<file path="src/rtl/cnn_maxp_kxk_stream.sv">
// Streaming KERNEL x KERNEL max-pool (stride == KERNEL) over a channel-interleaved raster.
// Separable datapath: per-channel row accumulator, column buffer of partial maxima, output FIFO.
module cnn_maxp_kxk_stream #(
  parameter int DATA_WIDTH   = 16,
  parameter int IMAGE_WIDTH  = 16,
  parameter int IMAGE_HEIGHT = 16,
  parameter int CHANNEL_NUM  = 4,
  parameter int KERNEL       = 2,
  parameter int CEIL_MODE    = 0,
  parameter int SIGNED_CMP   = 1,
  parameter int OUT_DEPTH    = 16
) (
  input  logic                  clk,
  input  logic                  reset,
  input  logic                  valid_in,
  input  logic [DATA_WIDTH-1:0] pxl_in,
  output logic                  in_ready,
  output logic [DATA_WIDTH-1:0] pxl_out,
  output logic                  valid_out,
  input  logic                  out_ready,
  output logic                  frame_done
);
  localparam int OWB = (IMAGE_WIDTH + KERNEL - 1) / KERNEL;
  localparam int OHB = (IMAGE_HEIGHT + KERNEL - 1) / KERNEL;
  localparam int OW  = (CEIL_MODE != 0) ? OWB : IMAGE_WIDTH / KERNEL;
  localparam int OH  = (CEIL_MODE != 0) ? OHB : IMAGE_HEIGHT / KERNEL;
  localparam int CW  = (CHANNEL_NUM > 1) ? $clog2(CHANNEL_NUM) : 1;
  localparam int XW  = (IMAGE_WIDTH > 1) ? $clog2(IMAGE_WIDTH) : 1;
  localparam int YW  = (IMAGE_HEIGHT > 1) ? $clog2(IMAGE_HEIGHT) : 1;
  localparam int KW  = $clog2(KERNEL);
  localparam int OXW = (OWB > 1) ? $clog2(OWB) : 1;
  localparam int OYW = (OHB > 1) ? $clog2(OHB) : 1;
  localparam int CBN = OWB * CHANNEL_NUM;
  localparam int CBW = (CBN > 1) ? $clog2(CBN) : 1;
  localparam int AW  = $clog2(OUT_DEPTH);

  function automatic logic [DATA_WIDTH-1:0] vmax(input logic [DATA_WIDTH-1:0] a,
                                                 input logic [DATA_WIDTH-1:0] b);
    if (SIGNED_CMP != 0) return ($signed(a) > $signed(b)) ? a : b;
    else                 return (a > b) ? a : b;
  endfunction

  logic [CW-1:0]  c;
  logic [XW-1:0]  x;
  logic [YW-1:0]  y;
  logic [KW-1:0]  kx, ky;
  logic [OXW-1:0] ox;
  logic [OYW-1:0] oy;

  logic [CHANNEL_NUM-1:0][DATA_WIDTH-1:0] acc;
  logic [DATA_WIDTH-1:0] colbuf [CBN];
  logic [DATA_WIDTH-1:0] mem [OUT_DEPTH];
  logic [AW-1:0] wr_ptr, rd_ptr;
  logic [AW:0]   count;
  logic          push_vld;
  logic [DATA_WIDTH-1:0] push_data;

  logic fire, last_c, last_x, last_y, hclose, vclose, in_win, pop;
  logic [CBW-1:0] cb_idx;
  logic [DATA_WIDTH-1:0] row, col;

  assign fire   = valid_in & in_ready;
  assign last_c = (c == CW'(CHANNEL_NUM - 1));
  assign last_x = (x == XW'(IMAGE_WIDTH - 1));
  assign last_y = (y == YW'(IMAGE_HEIGHT - 1));
  assign hclose = (kx == KW'(KERNEL - 1)) || ((CEIL_MODE != 0) && last_x);
  assign vclose = (ky == KW'(KERNEL - 1)) || ((CEIL_MODE != 0) && last_y);
  // Floor-mode edge beats map to ox >= OW or oy >= OH and fall outside every window.
  assign in_win = (32'(ox) < 32'(OW)) && (32'(oy) < 32'(OH));
  assign cb_idx = CBW'(32'(ox) * 32'(CHANNEL_NUM) + 32'(c));
  assign row    = (kx == '0) ? pxl_in : vmax(acc[c], pxl_in);
  assign col    = (ky == '0) ? row : vmax(colbuf[cb_idx], row);

  always_ff @(posedge clk or posedge reset) begin
    if (reset) begin
      c <= '0; x <= '0; y <= '0; kx <= '0; ky <= '0; ox <= '0; oy <= '0;
    end else if (fire) begin
      if (!last_c) begin
        c <= c + CW'(1);
      end else begin
        c <= '0;
        if (last_x) begin
          x <= '0; kx <= '0; ox <= '0;
          if (last_y) begin
            y <= '0; ky <= '0; oy <= '0;
          end else begin
            y <= y + YW'(1);
            if (ky == KW'(KERNEL - 1)) begin
              ky <= '0; oy <= oy + OYW'(1);
            end else begin
              ky <= ky + KW'(1);
            end
          end
        end else begin
          x <= x + XW'(1);
          if (kx == KW'(KERNEL - 1)) begin
            kx <= '0; ox <= ox + OXW'(1);
          end else begin
            kx <= kx + KW'(1);
          end
        end
      end
    end
  end

  always_ff @(posedge clk or posedge reset) begin
    if (reset) begin
      acc <= '0;
    end else begin
      for (int i = 0; i < CHANNEL_NUM; i++)
        if (fire && c == CW'(i)) acc[i] <= row;
    end
  end

  // No reset needed: ky==0 always overwrites an entry before it is read.
  always_ff @(posedge clk) begin
    if (fire && hclose && in_win && !vclose) colbuf[cb_idx] <= col;
  end

  always_ff @(posedge clk or posedge reset) begin
    if (reset) begin
      push_vld   <= 1'b0;
      push_data  <= '0;
      frame_done <= 1'b0;
    end else begin
      push_vld   <= fire && hclose && vclose && in_win;
      push_data  <= col;
      frame_done <= fire && last_c && last_x && last_y;
    end
  end

  assign valid_out = (count != '0);
  assign pop       = valid_out & out_ready;
  assign pxl_out   = valid_out ? mem[rd_ptr] : '0;
  // The staged push counts as occupied so every accepted beat is guaranteed a slot.
  assign in_ready  = (32'(count) + 32'(push_vld)) < 32'(OUT_DEPTH - 1);

  always_ff @(posedge clk) begin
    if (push_vld) mem[wr_ptr] <= push_data;
  end

  always_ff @(posedge clk or posedge reset) begin
    if (reset) begin
      wr_ptr <= '0;
      rd_ptr <= '0;
      count  <= '0;
    end else begin
      if (push_vld) wr_ptr <= wr_ptr + AW'(1);
      if (pop)      rd_ptr <= rd_ptr + AW'(1);
      case ({push_vld, pop})
        2'b10:   count <= count + (AW+1)'(1);
        2'b01:   count <= count - (AW+1)'(1);
        default: count <= count;
      endcase
    end
  end
endmodule
</file>
<file path="config.mk">
export PLATFORM = sky130hd
export DESIGN_NAME = cnn_maxp_kxk_stream
export DESIGN_NICKNAME = d
export VERILOG_FILES = /design/src/rtl/cnn_maxp_kxk_stream.sv
export SDC_FILE = /design/constraint.sdc
export NUM_CORES = 1
export LEC_CHECK = 0
export BUFFER_PORTS_ARGS = -buffer_cell sky130_fd_sc_hd__buf_2
export CAP_MARGIN = 0
export CORE_MARGIN = 2
export CORE_UTILIZATION = 55
export DETAILED_ROUTE_END_ITERATION = 8
export PLACE_DENSITY = 0.76
export REMOVE_ABC_BUFFERS = 1
export SKIP_LAST_GASP = 1
export SLEW_MARGIN = 20
export SYNTH_ARGS = -nofsm -noshare
export SYNTH_HDL_FRONTEND = slang
export SYNTH_SLANG_ARGS = --single-unit
</file>
<file path="constraint.sdc">
create_clock -name clk -period 8.8 [get_ports clk]
set_clock_uncertainty 0.1 [all_clocks]
set_input_delay 0.44 -clock clk [delete_from_list [all_inputs] [get_ports clk]]
set_output_delay 0.44 -clock clk [all_outputs]
set_load 0.01 [all_outputs]
</file>
==> reports/metrics.cfg, run 1 <==
[run_status]
status = completed

[drt]
drcViolationCount = 0
first_iter_violations = 2321
vias = 19210
viasPerCell = 6.666
antenna_left = 0
wirelength_microns = 85190
drt_first_pass_iters = 5
wl_per_cell_microns = 29.56

[placement]
routabilityCongestion = 0.9230
pre_cts_slack_ps = 963.5
port-buffer-count = 38
dp_hpwl_microns = 50100

[pwr]
power_frac_seq_pct = 41.0
power_frac_clock_pct = 23.4
power.density_nw_per_um2 = 379.7
ir_drop_mv = 0.2933
p_leak_uw = 0.01318
p_sw_share_pct = 35.07
p_comb_share_pct = 35.6
power.switching_uw = 5370
internal-power_uw = 9940

[critical_path]
worstSetupStartpointType = register
critPathMaxFanout = 28
cpMaxStageDelayCell = a211o_1
worstPathCellList = mux4_2 -> ha_1 -> nand4_4 -> nor2_1 -> a311o_2 -> nor4b_4 -> buf_4 -> a2bb2oi_1 -> and3_1 -> ha_1 -> and4_1 -> nand2_1 -> o211ai_1 -> a21o_1 -> a211o_1 -> a41oi_2 -> buf_4
critPathCaptureType = register
worst-r2r-setup-slack_ps = 850
required_ps = 9070
crit_arrival_ps = 8220
crit_path_max_incr_delay_ps = 830
critPathKind = reg -> reg

[global_routing]
grt_pass1_vias = 19730
grt_pass1_wl_microns = 127700
antenna_found_initial = 0
grt_max_degree = 115
grtUsageTotal_pct = 25.88
overflow = 0

[job]
maxCapViolations = 0

[sta]
worstMarginPinSlew_ps = 1095
setup_slack_ps = 847.3
drv_slew = 0
fmax_ghz = 0.1257
fin_crit_sh_pct = 90.37
post-route-min-period_ps = 7953
setup_viol = 0
timing.hold.ws_ps = 167.0
rsz0062_at_grt = no
hold_viol_final = 0
relSlewSlack_pct = 26.05

[cells_and_area]
layout-drive-gt1-share_pct = 26.22
nFillCells = 4319
final_nets = 2027
area_growth_pct = 12.44

[logic_synthesis]
synth_edf_count = 768
avgSynthCellArea_sq_um = 19.44
synthFlopType = edfxtp_1
yosysWarningCount = 0
ys_ff_latch = 878
async_reset_ff_share_pct = 12.53
postSynthCellCount = 1845
ys_seq_area_share_pct = 71.98
syn_area_sq_um = 35860
yosysUniqueCellTypes = 66

[floorplanning]
coreArea_sq_um = 64460
die_y_microns = 259.4
dieArea_sq_um = 67270
initial_core_util_pct = 55.63
io_pins = 39
die_width_microns = 259.4
num_rows = 93

[clock_tree]
cts_htree_levels = 3
cts_inserted_buffers = 87
cts_tree = built
clockRootBuffer = clkbuf_16
clkTransAtPathRegs_ps = 70
clkLatencyLatePin_ps = 650
cts_sinks = 878
cts_max_path_buffers = 3
postCtsResizedCells = 0

[min_path]
hold_path_class = in -> reg

[cell families after synthesis]
| logic type | count (synthesis) | synth area share (%) |
|---|---|---|
| buf+inv | 137 | 1.619 |
| compound gates | 242 | 5.826 |
| flops | 878 | 71.98 |
| xor+xnor | 13 | 0.3175 |
| simple gates | 293 | 4.186 |
| fa+ha+maj | 51 | 1.800 |
| mux | 231 | 14.27 |
[stage by stage]
step	power, uW	instance area (sq um)	utilization (%)	cells	TNS, ps
6_report	15310	40330	62.56	2882	0
5_1_grt	15920	40320	62.55	2880	0
4_1_cts	15310	40310	62.53	2880	0
3_5_place_dp	11730	37580	58.30	2721	0
3_3_place_gp	11500	37570	58.28	2721	0
2_1_floorplan	9998	35410	-	1741	-2014910
[synth_stat cells (all sizes together) (2+ instances only)]
cell type  count  area [sq um]
nand3         24         120.1
edfxtp       768         23060
o21ai         24         120.1
and2           6         37.54
and4           2         17.52
nand2b         6         37.54
nor4           3         55.05
and3          19         118.9
nand2         44         165.2
nor2         122         457.9
nand4         23         158.9
a21oi         10         53.80
a2111oi       16         140.1
nor3b          2         20.02
a22oi         60         450.4
nand4b         4         35.03
or2            3         18.77
mux2           3         33.78
a41oi         83         727.0
a22o           4         35.03
clkbuf        66         247.7
mux4         224          5045
nor4bb         4         40.04
nor3           5         25.02
ha            50         625.6
mux2i          4         40.04
o2bb2ai        3         26.28
a31oi          3         18.77
o211ai         2         15.01
buf           38         208.9
or4            3         26.27
xnor2          9         78.83
a21o          11         82.58
nor2b         18         112.6
inv           33         123.9
xor2           4         35.03
a2bb2oi       16         315.3
dfrtp        110          2753
[what timing repair did]
action,in CTS,in global routing
hold endpoints to repair,67,0
hold buffers,1,0
setup buffers,0,0
[worst max-delay path: cells and delay by family, from the launching register on]
kind | cells | cell delay, ps
adders and majority gates | 2 | 740
and+or+nand+nor | 6 | 1660
muxes | 1 | 620
buffers and inverters | 2 | 770
AOI/OAI and AO/OA | 6 | 2980
DFF | 1 | 790
[state kept, by name, summed over array words and instances, names as in the netlist]
register    flops
colbuf        512
mem           256
acc            64
push_data      16
count           5
rd_ptr          4
wr_ptr          4
x               4
y               4
ox              3
c               2
frame_done      1
hclose          1
ky              1
push_vld        1
[cell usage in the layout (no fill, tap or decap), types with 16 or more instances in the layout]
master / synthesis / routed
nand2_1: 44 / 44
clkbuf_1: 66 / 19
and3_1: 19 / 19
nand3_1: 24 / 24
a41oi_1: 83 / 67
nor2_1: 122 / 117
dfrtp_1: 110 / 106
clkbuf_16: 0 / 88
nor2b_1: 18 / 18
buf_2: 23 / 38
nand4_1: 22 / 22
a22oi_1: 60 / 60
a41oi_2: 0 / 16
clkinv_1: 0 / 23
buf_4: 3 / 86
mux4_2: 224 / 224
inv_1: 33 / 32
edfxtp_1: 768 / 768
ha_1: 50 / 50
[worst paths after layout]
path,from,to,cells after the start
max,c[0],colbuf[13][0],17
min,pxl_in[3],acc[51],3
max reg2reg,c[0],colbuf[13][0],17
min reg2reg,y[2],y[2],1
max in group asynchronous,reset,c[1],4
min in group asynchronous,reset,acc[35],3
[layer usage]
metal	GRT usage (%)	part of all wire, %	wire [microns]
met5	0	0	0
met4	9.291	3.3	2772
met3	5.546	9.6	8155
met2	41.23	49	41690
met1	35.77	38	32580
[power groups by stage]
stage | Combinational [uW] | Clock, uW | Sequential [uW]
floorplan | 3510 | 0 | 6490
global placement | 5180 | 0 | 6320
detailed placement | 5370 | 0 | 6360
CTS | 5410 | 3620 | 6280
global route | 5820 | 3760 | 6340
finish | 5450 | 3580 | 6280
[layout make-up]
cell class / count / area, sq um / share of cell area, %
sequential: 878 / 25830 / 64.05
multi-input combinational: 830 / 9712 / 24.08
clock buffer: 107 / 2273 / 5.638
tap: 855 / 1070 / 2.653
timing repair buffer: 126 / 865.8 / 2.147
clock inverter: 51 / 446.7 / 1.108
inverter: 33 / 126.4 / 0.3134
antenna: 2 / 5.005 / 0.01241
Note: power is estimated with default switching activity, not from simulation.
==> run 2, diff against run 1 <==
--- a/config.mk
+++ b/config.mk
@@ -7,7 +7,8 @@
 export LEC_CHECK = 0
 export BUFFER_PORTS_ARGS = -buffer_cell sky130_fd_sc_hd__buf_2
 export CAP_MARGIN = 0
-export CORE_MARGIN = 2
+export CORE_ASPECT_RATIO = 0.75
+export CORE_MARGIN = 5
 export CORE_UTILIZATION = 55
 export DETAILED_ROUTE_END_ITERATION = 8
 export PLACE_DENSITY = 0.76
==> constraint.sdc (replaced) <==
create_clock -name clk -period 9 [get_ports clk]
set_clock_uncertainty 0.1 [all_clocks]
set_input_delay 0.45 -clock clk [delete_from_list [all_inputs] [get_ports clk]]
set_output_delay 0.45 -clock clk [all_outputs]
set_load 0.01 [all_outputs]
==> reports/metrics.cfg, run 2 (synthesis gave the netlist of run 1 again) <==
[run_status]
status = completed

[drt]
drt_first_pass_iters = 5
wl_per_cell_microns = 29.51
viasPerCell = 6.706
wirelength_microns = 85340
vias = 19390
drcViolationCount = 0
first_iter_violations = 2413
antenna_left = 0

[critical_path]
path_buf_inv = 3
critPathKind = reg -> reg
cpMaxStageDelayCell = a41oi_2
required_ps = 9330
path_common_cell = buf_4
crit_path_max_incr_delay_ps = 960
worstSetupStartpointType = register
critical_path.top_delay_family = compound AO/OA/AOI/OAI gates
worstPathCellList = buf_4 -> mux4_2 -> ha_1 -> a21oi_1 -> nor2_1 -> a311o_2 -> nor4b_4 -> buf_4 -> a2bb2oi_1 -> and3_1 -> ha_1 -> and4_1 -> and2_1 -> nand4_1 -> nand2_1 -> a211o_1 -> a41oi_2 -> buf_4
critPathMaxFanout = 27
crit_arrival_ps = 8470
critPathCaptureType = register

[global_routing]
grt_pass1_vias = 19560
antenna_found_initial = 2
grt_pass1_wl_microns = 128200
grtUsageTotal_pct = 24.35
overflow = 0
grt_max_degree = 97

[cells_and_area]
largest_reg_flops = 512
final_common_cell = edfxtp_1
nFillCells = 4319
layout-drive-gt1-share_pct = 27.49
reg.largest.list = colbuf x512, mem x256, acc x64
multiInputGateArea_sq_um = 9731
regArea_sq_um = 25830
design_area_sq_um = 40590
area_growth_pct = 13.17
final_nets = 2021
largest_register = colbuf
layout.cells.most_common_list = edfxtp_1, mux4_2, nor2_1

[clock_tree]
clkLatencyLatePin_ps = 650
cts_max_path_buffers = 3
clockRootBuffer = clkbuf_16
post_cts.repair.setup_buffers = 0
cts_tree = built
cts_inserted_buffers = 83
cts_sinks = 878
clkTransAtPathRegs_ps = 70
cts_htree_levels = 3

[floorplanning]
io_pins = 39
initial_core_util_pct = 55.29
dieArea_sq_um = 70470
die_width_microns = 304.9
num_rows = 81
die_y_microns = 231.1
coreArea_sq_um = 64860

[job]
maxCapViolations = 0

[sta]
fmax_ghz = 0.1228
worstMarginPinSlew_ps = 1235
drv_slew = 0
relSlewSlack_pct = 15.51
post-route-min-period_ps = 8142
hold_viol_final = 0
rsz0062_at_grt = no
fin_crit_sh_pct = 90.47
fin_setup_tns_ps = 0
setup_viol = 0

[placement]
port-buffer-count = 38
placed_cell_area_sq_um = 37600
dp_hpwl_microns = 49800
routabilityCongestion = 0.8760

[pwr]
power.switching_uw = 5330
p_comb_share_pct = 35.6
power.density_nw_per_um2 = 376.7
p_leak_uw = 0.01328
internal-power_uw = 9958
ir_drop_mv = 0.2924
p_sw_share_pct = 34.86
power_frac_clock_pct = 24.6
power_frac_seq_pct = 39.9

[min_path]
hold_path_class = in -> reg

run 2: cell types whose count changed in the layout (fill, tap and decap cells not counted), moves of 2 or more:
cell and change:
bufinv_16 +10, clkinv_1 -14, clkbuf_16 -4, buf_4 -4, nor2_2 +5, buf_6 +2, nor2_1 -7, clkbuf_1 -9
nor2_4 +2, clkinvlp_4 +6, clkinv_2 +4
run 2: per-stage QoR:
stage	util [%]	hold slack [ps]	power (uW)	cells	setup WS [ps]
final	62.58	182.0	15290	2892	857.7
after global routing	62.57	179.1	15910	2890	583.4
after CTS	62.53	148.4	15260	2889	908.0
after detailed placement	57.96	386.5	11470	2734	933.7
after global placement	57.95	388.3	11260	2734	1192
after floorplan	-	377.8	9775	1741	-3509
run 2: worst paths after layout:
| check | from | to | slack [ps] | cells after the start |
|---|---|---|---|---|
| max in group asynchronous | reset | c[0] | 7370 | 4 |
| min in group asynchronous | reset | push_data[11] | 280 | 3 |
| min | pxl_in[0] | acc[48] | 180 | 3 |
| max reg2reg | c[0] | colbuf[19][12] | 860 | 18 |
| min reg2reg | x[0] | x[0] | 420 | 1 |
| max | c[0] | colbuf[19][12] | 860 | 18 |
run 2: layout make-up:
type / count / share of cell area (%)
Antenna cell: 2 / 0.01233
Tap cell: 871 / 2.685
Clock inverter: 59 / 1.967
Sequential cell: 878 / 63.63
Clock buffer: 95 / 5.305
Inverter: 33 / 0.3113
Timing Repair Buffer: 124 / 2.115
Multi-Input combinational cell: 830 / 23.97
run 2: metal layers:
layer,up-vias,part of all wire [%],track usage (%)
li1,7929,-,-
met4,2,2.4,6.326
met3,164,11,5.664
met5,-,0.015,0
met2,1164,47,37.36
met1,10140,40,36.18
run 2: timing repair:
| action | in CTS | in global routing |
|---|---|---|
| gates resized for setup | 0 | 0 |
| hold endpoints to repair | 28 | 0 |
| hold buffers | 1 | 0 |
run 2: power by group through the flow:
stage | combinational, uW | sequential, uW | clock, uW
5_1_grt | 5780 | 6140 | 3990
2_1_floorplan | 3430 | 6350 | 0
4_1_cts | 5370 | 6090 | 3810
3_3_place_gp | 5120 | 6140 | 0
6_report | 5440 | 6100 | 3750
3_5_place_dp | 5300 | 6170 | 0
run 2: worst min-delay path: stages:
cell	delay [ps]
buf_2	130
a2bb2oi_4	90
a41oi_1	200
==> run 3, diff against run 2 <==
--- a/config.mk
+++ b/config.mk
@@ -10,6 +10,7 @@
 export CORE_ASPECT_RATIO = 0.75
 export CORE_MARGIN = 5
 export CORE_UTILIZATION = 55
+export CTS_BUF_LIST = sky130_fd_sc_hd__clkbuf_2
 export DETAILED_ROUTE_END_ITERATION = 8
 export PLACE_DENSITY = 0.76
 export REMOVE_ABC_BUFFERS = 1
==> reports/metrics.cfg, run 3 (synthesis gave the netlist of run 1 again) <==
[run_status]
status = completed

[critical_path]
reg2reg_from = c[0]
crit_arrival_ps = 9680
timing.critical_path.from = c[0]
critPathCaptureType = register
r2r_cells = 19
worstSetupStartpointType = register
critPathMaxFanout = 27
worst-r2r-setup-slack_ps = 390
required_ps = 10070
critPathKind = reg -> reg
r2r-end = colbuf[13][12]
cp-endpoint = colbuf[13][12]

[cells_and_area]
layout.cells.most_common_list = edfxtp_1, clkbuf_2, mux4_2
area_growth_pct = 11.49
reg.largest.list = colbuf x512, mem x256, acc x64
largest_reg_flops = 512
final_common_cell = edfxtp_1
largest_register = colbuf
nFillCells = 4539
final_nets = 2178
layout-drive-gt1-share_pct = 32.55
design_area_sq_um = 39980

[drt]
drcViolationCount = 0
first_iter_violations = 2574
antenna_left = 0
viasPerCell = 6.342
wl_per_cell_microns = 26.51
drt_first_pass_iters = 6
wirelength_microns = 83380
vias = 19950

[clock_tree]
clkTransAtPathRegs_ps = 100
cts_max_path_buffers = 3
clkLatencyLatePin_ps = 1430
cts_htree_levels = 4
cts-hold-fix-buffers = 46
postCtsResizedCells = 0
post_cts.repair.setup_buffers = 0
cts_inserted_buffers = 195
cts_sinks = 878
clockRootBuffer = clkbuf_2
cts_tree = built

[global_routing]
overflow = 0
grt_max_degree = 97
antenna_found_initial = 4
grt_pass1_wl_microns = 126000
grtUsageTotal_pct = 23.87
grt_pass1_vias = 20140

[floorplanning]
dieArea_sq_um = 70470
die_y_microns = 231.1
die_width_microns = 304.9
io_pins = 39
num_rows = 81
coreArea_sq_um = 64860
initial_core_util_pct = 55.29

[sta]
post-route-min-period_ps = 8610
hold_viol_final = 0
timing.hold.ws_ps = 147.9
fin_crit_sh_pct = 95.66
rsz0062_at_grt = no
fmax_ghz = 0.1161
setup_slack_ps = 390.3
setup_viol = 0
worstMarginPinSlew_ps = 1180
drv_slew = 0
relSlewSlack_pct = 19.27

[placement]
pre_cts_slack_ps = 933.7
port-buffer-count = 38
routabilityCongestion = 0.8760
dp_hpwl_microns = 49800
placed_cell_area_sq_um = 37600

[pwr]
power.density_nw_per_um2 = 352.2
p_leak_uw = 0.01344
ir_drop_mv = 0.3100

[job]
maxCapViolations = 0

[min_path]
min_from = pxl_in[6]
hold_path_class = in -> reg

==> run 3: changes by cell type in the layout (fill, tap and decap cells not counted), moves of 2 or more <==
| cell | previous run | this run |
|---|---|---|
| inv_16 | 3 | 0 |
| bufinv_16 | 16 | 4 |
| clkinv_2 | 19 | 6 |
| clkinv_4 | 1 | 3 |
| clkbuf_2 | 0 | 296 |
| inv_8 | 1 | 3 |
| diode_2 | 2 | 7 |
| clkbuf_16 | 84 | 0 |
| clkinv_1 | 9 | 39 |
| clkbuf_1 | 10 | 0 |
| clkinvlp_4 | 6 | 4 |
| dlygate4sd3_1 | 1 | 46 |
==> run 3: critical path, cell delays in order (launching register included) <==
cell and delay, ps:
dfrtp_4 620, buf_4 510, mux4_2 610, ha_1 320, a21oi_1 170, nor2_1 70
a311o_2 470, dlygate4sd3_1 630, nor4_4 760, buf_6 240, nand2_1 150, and3_1 210
ha_1 300, a21o_1 180, a21o_1 170, a221o_1 380, a21o_1 340, a211o_1 740
a41oi_2 990, buf_4 380
==> run 3: power by group <==
group	switching, uW	internal, uW
clock	1560	1010
combinational	3350	2090
sequential	399	5680
==> run 3: worst min path at each step <==
stage,endpoint,cells after the start
2_1_floorplan,x[0],1
3_3_place_gp,count[1],2
3_5_place_dp,rd_ptr[2],2
4_1_cts,acc[6],4
5_1_grt,acc[6],4
6_report,acc[6],4
==> run 3: cell type report <==
| cell class | count | area, sq um | share of cell area (%) |
|---|---|---|---|
| sequential | 878 | 25830 | 64.59 |
| tap | 871 | 1090 | 2.726 |
| clock buffer | 296 | 1481 | 3.705 |
| timing repair buffer | 169 | 1309 | 3.273 |
| multi-input combinational | 830 | 9729 | 24.33 |
| clock inverter | 61 | 404.1 | 1.011 |
| antenna | 7 | 17.52 | 0.04381 |
| inverter | 33 | 126.4 | 0.3160 |
==> run 3: through the flow <==
step | total power, uW | instances | util [%] | setup TNS (ps)
6_report | 14080 | 3145 | 61.65 | 0
5_1_grt | 14770 | 3144 | 61.64 | 0
4_1_cts | 14060 | 3137 | 61.58 | 0
3_5_place_dp | 11470 | 2734 | 57.96 | 0
3_3_place_gp | 11260 | 2734 | 57.95 | 0
2_1_floorplan | 9775 | 1741 | - | -1893710
==> run 3: per-layer routing <==
| layer | track usage, % | vias up | wire length (microns) |
|---|---|---|---|
| met5 | 0 | - | 0 |
| met4 | 7.408 | 0 | 1855 |
| met3 | 6.907 | 166 | 10320 |
| met2 | 35.19 | 1194 | 37830 |
| met1 | 35.29 | 10200 | 33380 |
| li1 | - | 8388 | - |
